### src/rtl/ysyx_25020037_alu_issue.sv
// Decode/issue stage between IFU and EXU: decodes one RV32I instruction per accept
// and presents a registered one-hot ALU opcode, four operands and writeback/jump info.
module ysyx_25020037_alu_issue #(
    parameter int XLEN = 32,
    parameter int OP_W = 17
) (
    input  logic            clock,
    input  logic            reset_n,
    input  logic            in_valid,
    output logic            in_ready,
    input  logic [XLEN-1:0] in_pc,
    input  logic [XLEN-1:0] in_inst,
    input  logic            flush,
    output logic [4:0]      rs1_addr,
    output logic [4:0]      rs2_addr,
    input  logic [XLEN-1:0] rs1_data,
    input  logic [XLEN-1:0] rs2_data,
    output logic            out_valid,
    input  logic            out_ready,
    output logic [OP_W-1:0] alu_op,
    output logic            double_cal,
    output logic [XLEN-1:0] alu_src1,
    output logic [XLEN-1:0] alu_src2,
    output logic [XLEN-1:0] alu_src3,
    output logic [XLEN-1:0] alu_src4,
    output logic [4:0]      rd,
    output logic            rd_wen,
    output logic            jmp,
    output logic [XLEN-1:0] jmp_target,
    output logic            illegal
);
    localparam int OP_ADD  = 0;
    localparam int OP_SUB  = 1;
    localparam int OP_SLT  = 2;
    localparam int OP_SLTU = 3;
    localparam int OP_AND  = 4;
    localparam int OP_OR   = 5;
    localparam int OP_XOR  = 6;
    localparam int OP_SLL  = 7;
    localparam int OP_SRL  = 8;
    localparam int OP_SRA  = 9;
    localparam int OP_LUI  = 10;
    localparam int OP_BNE  = 11;
    localparam int OP_BEQ  = 12;
    localparam int OP_BGE  = 13;
    localparam int OP_BGEU = 14;
    localparam int OP_BLT  = 15;
    localparam int OP_BLTU = 16;

    localparam logic [6:0] OPC_OP     = 7'b0110011;
    localparam logic [6:0] OPC_OP_IMM = 7'b0010011;
    localparam logic [6:0] OPC_LUI    = 7'b0110111;
    localparam logic [6:0] OPC_AUIPC  = 7'b0010111;
    localparam logic [6:0] OPC_LOAD   = 7'b0000011;
    localparam logic [6:0] OPC_STORE  = 7'b0100011;
    localparam logic [6:0] OPC_JAL    = 7'b1101111;
    localparam logic [6:0] OPC_JALR   = 7'b1100111;
    localparam logic [6:0] OPC_BRANCH = 7'b1100011;

    // Handshake: in_valid/in_ready on the IFU side and out_valid/out_ready on the EXU side;
    // a transfer happens on an edge where both are high, and a held output never changes.
    logic            out_valid_q, out_valid_d;
    logic [OP_W-1:0] alu_op_q;
    logic            double_cal_q, rd_wen_q, jmp_q, illegal_q;
    logic [XLEN-1:0] src1_q, src2_q, src3_q, src4_q, jmp_target_q;
    logic [4:0]      rd_q;
    logic            accept;

    logic [6:0]      opcode, funct7;
    logic [2:0]      funct3;
    logic [4:0]      rd_f;
    logic [XLEN-1:0] imm_i, imm_s, imm_b, imm_u, imm_j;

    logic [OP_W-1:0] dec_op;
    logic            dec_legal, dec_dc, dec_wb, dec_jmp;
    logic [XLEN-1:0] dec_s1, dec_s2, dec_s3, dec_s4, dec_tgt;

    assign opcode = in_inst[6:0];
    assign rd_f   = in_inst[11:7];
    assign funct3 = in_inst[14:12];
    assign funct7 = in_inst[31:25];

    assign imm_i = {{21{in_inst[31]}}, in_inst[30:20]};
    assign imm_s = {{21{in_inst[31]}}, in_inst[30:25], in_inst[11:7]};
    assign imm_b = {{20{in_inst[31]}}, in_inst[7], in_inst[30:25], in_inst[11:8], 1'b0};
    assign imm_u = {in_inst[31:12], 12'b0};
    assign imm_j = {{12{in_inst[31]}}, in_inst[19:12], in_inst[20], in_inst[30:21], 1'b0};

    assign rs1_addr = in_inst[19:15];
    assign rs2_addr = in_inst[24:20];

    assign in_ready = (!out_valid_q || out_ready) && !flush;
    assign accept   = in_valid && in_ready;

    always_comb begin
        dec_op    = '0;
        dec_legal = 1'b1;
        dec_dc    = 1'b0;
        dec_wb    = 1'b0;
        dec_jmp   = 1'b0;
        dec_s1    = '0;
        dec_s2    = '0;
        dec_s3    = '0;
        dec_s4    = '0;
        dec_tgt   = '0;
        case (opcode)
            OPC_OP: begin
                dec_wb = 1'b1;
                dec_s1 = rs1_data;
                dec_s2 = rs2_data;
                case ({funct7, funct3})
                    {7'h00, 3'b000}: dec_op[OP_ADD]  = 1'b1;
                    {7'h20, 3'b000}: dec_op[OP_SUB]  = 1'b1;
                    {7'h00, 3'b001}: dec_op[OP_SLL]  = 1'b1;
                    {7'h00, 3'b010}: dec_op[OP_SLT]  = 1'b1;
                    {7'h00, 3'b011}: dec_op[OP_SLTU] = 1'b1;
                    {7'h00, 3'b100}: dec_op[OP_XOR]  = 1'b1;
                    {7'h00, 3'b101}: dec_op[OP_SRL]  = 1'b1;
                    {7'h20, 3'b101}: dec_op[OP_SRA]  = 1'b1;
                    {7'h00, 3'b110}: dec_op[OP_OR]   = 1'b1;
                    {7'h00, 3'b111}: dec_op[OP_AND]  = 1'b1;
                    default:         dec_legal       = 1'b0;
                endcase
            end
            OPC_OP_IMM: begin
                dec_wb = 1'b1;
                dec_s1 = rs1_data;
                dec_s2 = imm_i;
                case (funct3)
                    3'b000: dec_op[OP_ADD]  = 1'b1;
                    3'b010: dec_op[OP_SLT]  = 1'b1;
                    3'b011: dec_op[OP_SLTU] = 1'b1;
                    3'b100: dec_op[OP_XOR]  = 1'b1;
                    3'b110: dec_op[OP_OR]   = 1'b1;
                    3'b111: dec_op[OP_AND]  = 1'b1;
                    3'b001: begin
                        dec_s2 = {27'b0, in_inst[24:20]};
                        if (funct7 == 7'h00) dec_op[OP_SLL] = 1'b1;
                        else dec_legal = 1'b0;
                    end
                    default: begin
                        // funct3 101: srli/srai share the encoding, told apart by funct7
                        dec_s2 = {27'b0, in_inst[24:20]};
                        if (funct7 == 7'h00) dec_op[OP_SRL] = 1'b1;
                        else if (funct7 == 7'h20) dec_op[OP_SRA] = 1'b1;
                        else dec_legal = 1'b0;
                    end
                endcase
            end
            OPC_LUI: begin
                dec_wb         = 1'b1;
                dec_op[OP_LUI] = 1'b1;
                dec_s2         = imm_u;
            end
            OPC_AUIPC: begin
                dec_wb         = 1'b1;
                dec_op[OP_ADD] = 1'b1;
                dec_s1         = in_pc;
                dec_s2         = imm_u;
            end
            OPC_LOAD: begin
                dec_wb         = 1'b1;
                dec_op[OP_ADD] = 1'b1;
                dec_s1         = rs1_data;
                dec_s2         = imm_i;
                dec_legal      = (funct3 != 3'b011) && (funct3 != 3'b110) && (funct3 != 3'b111);
            end
            OPC_STORE: begin
                dec_op[OP_ADD] = 1'b1;
                dec_s1         = rs1_data;
                dec_s2         = imm_s;
                dec_legal      = (funct3 == 3'b000) || (funct3 == 3'b001) || (funct3 == 3'b010);
            end
            OPC_JAL: begin
                dec_wb         = 1'b1;
                dec_jmp        = 1'b1;
                dec_op[OP_ADD] = 1'b1;
                dec_s1         = in_pc;
                dec_s2         = 32'd4;
                dec_tgt        = in_pc + imm_j;
            end
            OPC_JALR: begin
                dec_wb         = 1'b1;
                dec_jmp        = 1'b1;
                dec_op[OP_ADD] = 1'b1;
                dec_s1         = in_pc;
                dec_s2         = 32'd4;
                dec_tgt        = (rs1_data + imm_i) & {{(XLEN-1){1'b1}}, 1'b0};
                dec_legal      = (funct3 == 3'b000);
            end
            OPC_BRANCH: begin
                // EXU computes pc+imm on src1/src2 and the compare on src3/src4 in parallel
                dec_dc = 1'b1;
                dec_s1 = in_pc;
                dec_s2 = imm_b;
                dec_s3 = rs1_data;
                dec_s4 = rs2_data;
                case (funct3)
                    3'b000:  dec_op[OP_BEQ]  = 1'b1;
                    3'b001:  dec_op[OP_BNE]  = 1'b1;
                    3'b100:  dec_op[OP_BLT]  = 1'b1;
                    3'b101:  dec_op[OP_BGE]  = 1'b1;
                    3'b110:  dec_op[OP_BLTU] = 1'b1;
                    3'b111:  dec_op[OP_BGEU] = 1'b1;
                    default: dec_legal       = 1'b0;
                endcase
            end
            default: dec_legal = 1'b0;
        endcase
        if (!dec_legal) begin
            dec_op  = '0;
            dec_dc  = 1'b0;
            dec_wb  = 1'b0;
            dec_jmp = 1'b0;
            dec_s1  = '0;
            dec_s2  = '0;
            dec_s3  = '0;
            dec_s4  = '0;
            dec_tgt = '0;
        end
    end

    always_comb begin
        out_valid_d = out_valid_q;
        if (flush)          out_valid_d = 1'b0;
        else if (accept)    out_valid_d = 1'b1;
        else if (out_ready) out_valid_d = 1'b0;
    end

    always_ff @(posedge clock) begin
        if (!reset_n) begin
            out_valid_q  <= 1'b0;
            alu_op_q     <= '0;
            double_cal_q <= 1'b0;
            src1_q       <= '0;
            src2_q       <= '0;
            src3_q       <= '0;
            src4_q       <= '0;
            rd_q         <= '0;
            rd_wen_q     <= 1'b0;
            jmp_q        <= 1'b0;
            jmp_target_q <= '0;
            illegal_q    <= 1'b0;
        end else begin
            out_valid_q <= out_valid_d;
            if (accept) begin
                alu_op_q     <= dec_op;
                double_cal_q <= dec_dc;
                src1_q       <= dec_s1;
                src2_q       <= dec_s2;
                src3_q       <= dec_s3;
                src4_q       <= dec_s4;
                rd_q         <= rd_f;
                rd_wen_q     <= dec_wb && (rd_f != 5'd0);
                jmp_q        <= dec_jmp;
                jmp_target_q <= dec_tgt;
                illegal_q    <= !dec_legal;
            end
        end
    end

    assign out_valid  = out_valid_q;
    assign alu_op     = alu_op_q;
    assign double_cal = double_cal_q;
    assign alu_src1   = src1_q;
    assign alu_src2   = src2_q;
    assign alu_src3   = src3_q;
    assign alu_src4   = src4_q;
    assign rd         = rd_q;
    assign rd_wen     = rd_wen_q;
    assign jmp        = jmp_q;
    assign jmp_target = jmp_target_q;
    assign illegal    = illegal_q;

endmodule

### config.mk
export PLATFORM = sky130hd
export DESIGN_NAME = ysyx_25020037_alu_issue
export DESIGN_NICKNAME = d
export VERILOG_FILES = /design/src/rtl/ysyx_25020037_alu_issue.sv
export SDC_FILE = /design/constraint.sdc
export NUM_CORES = 1
export LEC_CHECK = 0
export CAP_MARGIN = 5
export CORE_MARGIN = 3
export CORE_UTILIZATION = 48
export CTS_CLUSTER_SIZE = 8
export DETAILED_ROUTE_END_ITERATION = 10
export GPL_TIMING_DRIVEN = 1
export PLACE_DENSITY = 0.89
export REMOVE_ABC_BUFFERS = 1
export SYNTH_ARGS = -nofsm -noshare
export SYNTH_HDL_FRONTEND = slang
export SYNTH_SLANG_ARGS = --single-unit
### constraint.sdc
create_clock -name clock -period 4.93 [get_ports clock]
set_input_delay 0.986 -clock clock [delete_from_list [all_inputs] [get_ports clock]]
set_output_delay 0.986 -clock clock [all_outputs]
set_load 0.02 [all_outputs]
# After elaboration in Yosys (flattened, before gate mapping)

Index checks and enable logic that the tools add are counted.

Reductions and logical operators: 28
Bitwise logic cells: 1
Eq/ne operators: 29
Mux-type cells: 53
Add/sub/neg operators: 2

Operators with widths:

| operator              | count |
|---|---|
| $mux W32              | 8 |
| $pmux W32 S7          | 1 |
| $pmux W32 S2          | 2 |
| $add A32 B32 Y32      | 2 |
| $eq A10 B3 Y1 const B | 4 |
| $mux W1               | 35 |
| $eq A7 B6 Y1 const B  | 4 |
| $eq A7 B7 Y1 const B  | 3 |
| $eq A10 B2 Y1 const B | 2 |
| $eq A10 B9 Y1 const B | 2 |
| $mux W17              | 1 |
| $pmux W8 S2           | 1 |
| $eq A7 B5 Y1 const B  | 2 |
| $reduce_or A7 Y1      | 2 |
| $eq A3 B3 Y1 const B  | 4 |
| $reduce_or A6 Y1      | 2 |
| $eq A10 B1 Y1 const B | 1 |
| $logic_not A10 Y1     | 1 |
| $reduce_or A10 Y1     | 1 |
| $reduce_or A4 Y1      | 2 |
| $eq A7 B2 Y1 const B  | 1 |
| $logic_not A7 Y1      | 1 |
| $pmux W1 S7           | 1 |
| $eq A3 B2 Y1 const B  | 2 |
| other kinds (17)      | 28 |

Output and inout bits: 198
Word-level logic and storage cells: 125
Bits in registers: 187

# Longest topological paths before layout

Depth after elaboration: 7
Gate-level depth with buffers: 13
Mapped depth without buffers: 12

# Worst setup path before layout

No wires, ideal clock.

Kind: input -> register
Start: in in_pc[1]
End: reg jmp_target_q[31] (netlist: jmp_target[31])
Arrival time: 3.583 ns
Stages on the path: 12
Slack: 1.218 ns
Path buffers: 0
Required time: 4.801 ns
Library setup time: 0.129 ns
Path through: ha_1 > fa_1 > a211oi_1 > o211ai_1 > nand2_1 > o21ai_1 > a41o_1 > a41oi_1 > o21ai_1 > or4_1 > nand3_1 > o211ai_1

Cells in the longest elaborated chain, start to end: 3

RTL lines:

| element              | RTL line | source |
|---|---|---|
| start, declared      | 11       | `input logic [XLEN-1:0] in_pc,` |
| $add A32 B32 Y32     | 180      | `dec_tgt = in_pc + imm_j;` |
| $pmux W32 S2         | 106      | `case (opcode)` |
| $mux W32             | 210      | `if (!dec_legal) begin` |
| end signal, assigned | 256      | `jmp_target_q <= dec_tgt;` |
| end, declared        | 65       | `logic [XLEN-1:0] src1_q, src2_q, src3_q, src4_q, jmp_target_q;` |

No other way between the ends.
A chain may end at the register's enable or synchronous reset.

# Worst setup path after layout

Start: in in_inst[21]
End: reg jmp_target_q[31] (netlist: jmp_target[31])

Cells in the longest elaborated chain, start to end: 3
Elaborated cells between the ends (all ways): 4

RTL lines:

| element                                    | RTL line | source |
|---|---|---|
| start, declared                            | 12       | `input logic [XLEN-1:0] in_inst,` |
| $add A32 B32 Y32, on equally long branches | 188, 180 |  |
| $pmux W32 S2 *                             | 106      |  |
| $mux W32 *                                 | 210      |  |

Mark *: on every way between the ends. The rest lies on a longest branch, timed or not.

==> flow_metrics.py <==
metrics = {
    "synth": {
        "ys_seq_area_share_pct": 34.2,
        "synth_top_family_by_area": "compound AO/OA/AOI/OAI gates",
        "avgSynthCellArea_sq_um": 8.71,
        "synth_top_cells_by_count": "dfxtp_1, nor2b_1, a22oi_1",
        "synth_most_common_cell": "dfxtp_1",
        "synth_compound_area_share_pct": 30.5,
        "synth_edf_count": 0,
        "synthMuxAreaShare_pct": 0.286,
        "synthArstFlopShare_pct": 0,
        "ys_warn_count": 0,
        "synth_flop_cell": "dfxtp_1",
        "synth.cell_area_sq_um": 10900,
        "yosysTopAreaCell": "dfxtp_1",
        "synth_fa_ha_area_share_pct": 7.23,
        "synth-simple-area-share_pct": 18.8,
        "synth.area.top_cells": "dfxtp_1, a22oi_1, nor2b_1",
        "netlist.area_leader.share_pct": 34.2,
        "netlist_instances": 1257,
        "ys_ff_latch": 187,
        "synth_xor_area_share_pct": 4.48,
        "post_synth_num_cell_types": 72,
    },
    "cts": {
        "cts_tree": "yes",
        "clock-root-buffer": "clkbuf_16",
        "cts_buffers": 17,
        "clk_pin_slew_ps": 70,
        "clock_path_buffers": 2,
        "clk_latency_ps": 440,
        "post_cts_buffers": 0,
        "ctsResizeCount": 0,
        "cts_max_level": 4,
        "cts_hold_buf": 0,
        "cts_sinks": 187,
    },
    "placed_design": {
        "preCtsSetupSlack_ps": 289,
        "place_congestion": 0.928,
        "dp.cells": 1792,
        "hpwl_um": 28900,
        "port_buffers": 330,
    },
    "die": {
        "initial_core_util_pct": 49.5,
        "row_count": 54,
        "die_w_um": 157,
        "core_area_sq_um": 22100,
        "io_pins": 331,
        "die-height_um": 157,
        "dieArea_sq_um": 24600,
    },
    "worst_setup_path": {
        "worst-path-buf-inv": 1,
        "cp_top_family": "compound AO/OA/AOI/OAI gates",
        "rr_worst_depth": 7,
        "max_stage_delay_ps": 520,
        "cp-start-kind": "input port",
        "critical_path_depth": 13,
        "critPathCaptureType": "flip-flop",
        "critPathKind": "in -> reg",
        "critical_path_arrival_ps": 4570,
        "critPathMaxFanout": 4,
        "cp.required_ps": 5220,
        "crit_chain": "clkdlybuf4s50_1 > ha_1 > fa_1 > a211oi_1 > o211ai_1 > nand2_1 > o21ai_1 > a41o_1 > a41oi_1 > o21ai_1 > or4_1 > nand3_1 > o211ai_1",
        "slowest_stage": "or4_1",
    },
    "final_layout": {
        "drive_gt1_share_pct": 5.63,
        "utilization_pct": 68.0,
        "layoutNonFillerInstCount": 1825,
        "final_nets": 1726,
        "area_growth_pct": 37.2,
    },
    "sta": {
        "max_freq_mhz": 233,
        "hold_viol": 0,
        "period_share_pct": 86.9,
        "setup_viol": 0,
        "maxSlewHeadroom_pct": 27.0,
        "worst_slack_ps": 644,
        "worstMarginPinSlew_ps": 1090,
        "hold_ws_ps": 461,
        "slew_violations": 0,
        "rsz0062_at_grt": "no",
        "period_minus_slack_ps": 4290,
        "clock_skew_ps": 15.7,
    },
    "drt": {
        "drtIter0Drc": 1063,
        "routed_wl_um": 39200,
        "vias_per_cell": 6.14,
        "drtPass1Iterations": 6,
        "post-route-drc-count": 0,
        "wl_per_cell_um": 21.5,
        "ant_nets": 0,
        "num_vias": 11200,
    },
    "power_and_ir_drop": {
        "ir_drop_uv": 201,
        "p_leak_uw": 0.00541,
        "pwr_density_cell_nw_per_um2": 247,
    },
    "global_routing": {
        "grt_use_total_pct": 30.6,
        "antenna_found_initial": 1,
        "grt_pass1_vias": 10900,
        "grt_max_degree": 94,
        "grt_pass1_wl_um": 59900,
        "overflow": 0,
    },
    "min_path": {
        "worstHoldPathType": "reg -> reg",
        "holdPathStages": 2,
    },
    "run_status": {
        "outcome": "finished, final reports clean",
    },
    "flow_run": {
        "cap_viol_max_count": 0,
    },
}
-- layout by cell type, fill, tap and decap left out, types with 5 or more instances in the layout --
master           Yosys  final
a31oi_1              9      9
nand3_1             22     22
nand2b_1            12     12
and2_1              11     11
o21a_1               7      7
clkbuf_16            0     17
ha_1                60     60
inv_1               12     12
nand2_1             84     83
clkdlybuf4s50_1      0    329
a22oi_1            150    150
a21oi_1             60     60
dfxtp_1            187    187
a21boi_0            12     12
a22o_1              38     38
xnor2_1             27     27
o21bai_1             5      5
a21o_1              36     36
nor2_1              35     35
buf_4               11     29
nor2b_1            160    159
and3_1              10      9
nor3_1               9      9
o211ai_1             9      9
xor2_1              29     29
inv_8                0      6
a221o_1             22     22
o21ai_0             57     57
nand4_1             11     11
-- worst reg2reg max path, cell delays in order, from the launching register on --
cell and delay (ps):
dfxtp_1 340, nor2b_1 180, nor2_1 110, nand2_4 120, buf_4 560, and2_1 820
a221oi_1 250, o21ai_0 110
-- flip-flops by register name, indices dropped and copies added (netlist names) --
signal and flops:
rd_wen 1, illegal 1, jmp 1, alu_src1 32, jmp_target 32, double_cal 1, out_valid 1, rd 5
alu_op 17, alu_src2 32, alu_src3 32, alu_src4 32
-- cell families (layout without fill, tap and decap cells) --
family	after synthesis	after routing
buf+inv	116	403
mux	3	3
xor+xnor	56	56
compound gates	456	456
fa+ha+maj	62	62
flops	187	187
simple gates	377	377
other cells	0	1
-- report_power, final --
part           total (uW)  switching [uW]  internal (uW)
Combinational         779             434            345
Clock                1410             727            687
Sequential           1510            1.63           1510
-- through the flow --
stage	setup TNS [ps]	power [uW]	area, sq um
6_report	0	3710	15000
5_1_grt	0	3830	15000
4_1_cts	0	3710	15000
3_5_place_dp	0	2310	14400
3_3_place_gp	0	2300	14400
2_1_floorplan	-603150	1980	10500
-- area by class of cell --
type | count | area, sq um
Clock inverter | 15 | 166
Tap cell | 280 | 350
Timing Repair Buffer | 359 | 3530
Fill cell | 1753 | 7080
Antenna cell | 1 | 2.50
Inverter | 12 | 45.0
Multi-Input combinational cell | 954 | 6750
Clock buffer | 17 | 425
Sequential cell | 187 | 3740
-- worst paths after layout --
check	slack, ps	start	end
setup reg to reg	2340	out_valid	jmp_target[24]
setup / recovery	640	in_inst[21]	jmp_target[31]
hold reg to reg	460	alu_op[8]	alu_op[8]
hold / removal	460	alu_op[8]	alu_op[8]
-- layer usage --
layer / routed length (um) / vias to the layer above / track usage [%]
met4: 1290 / 0 / 10.3
met3: 3370 / 84 / 6.49
met2: 18900 / 532 / 53.0
met5: 0 / - / 0
met1: 15700 / 5388 / 37.9
li1: - / 5206 / -
No activity file was read; power rests on OpenSTA's default activity.
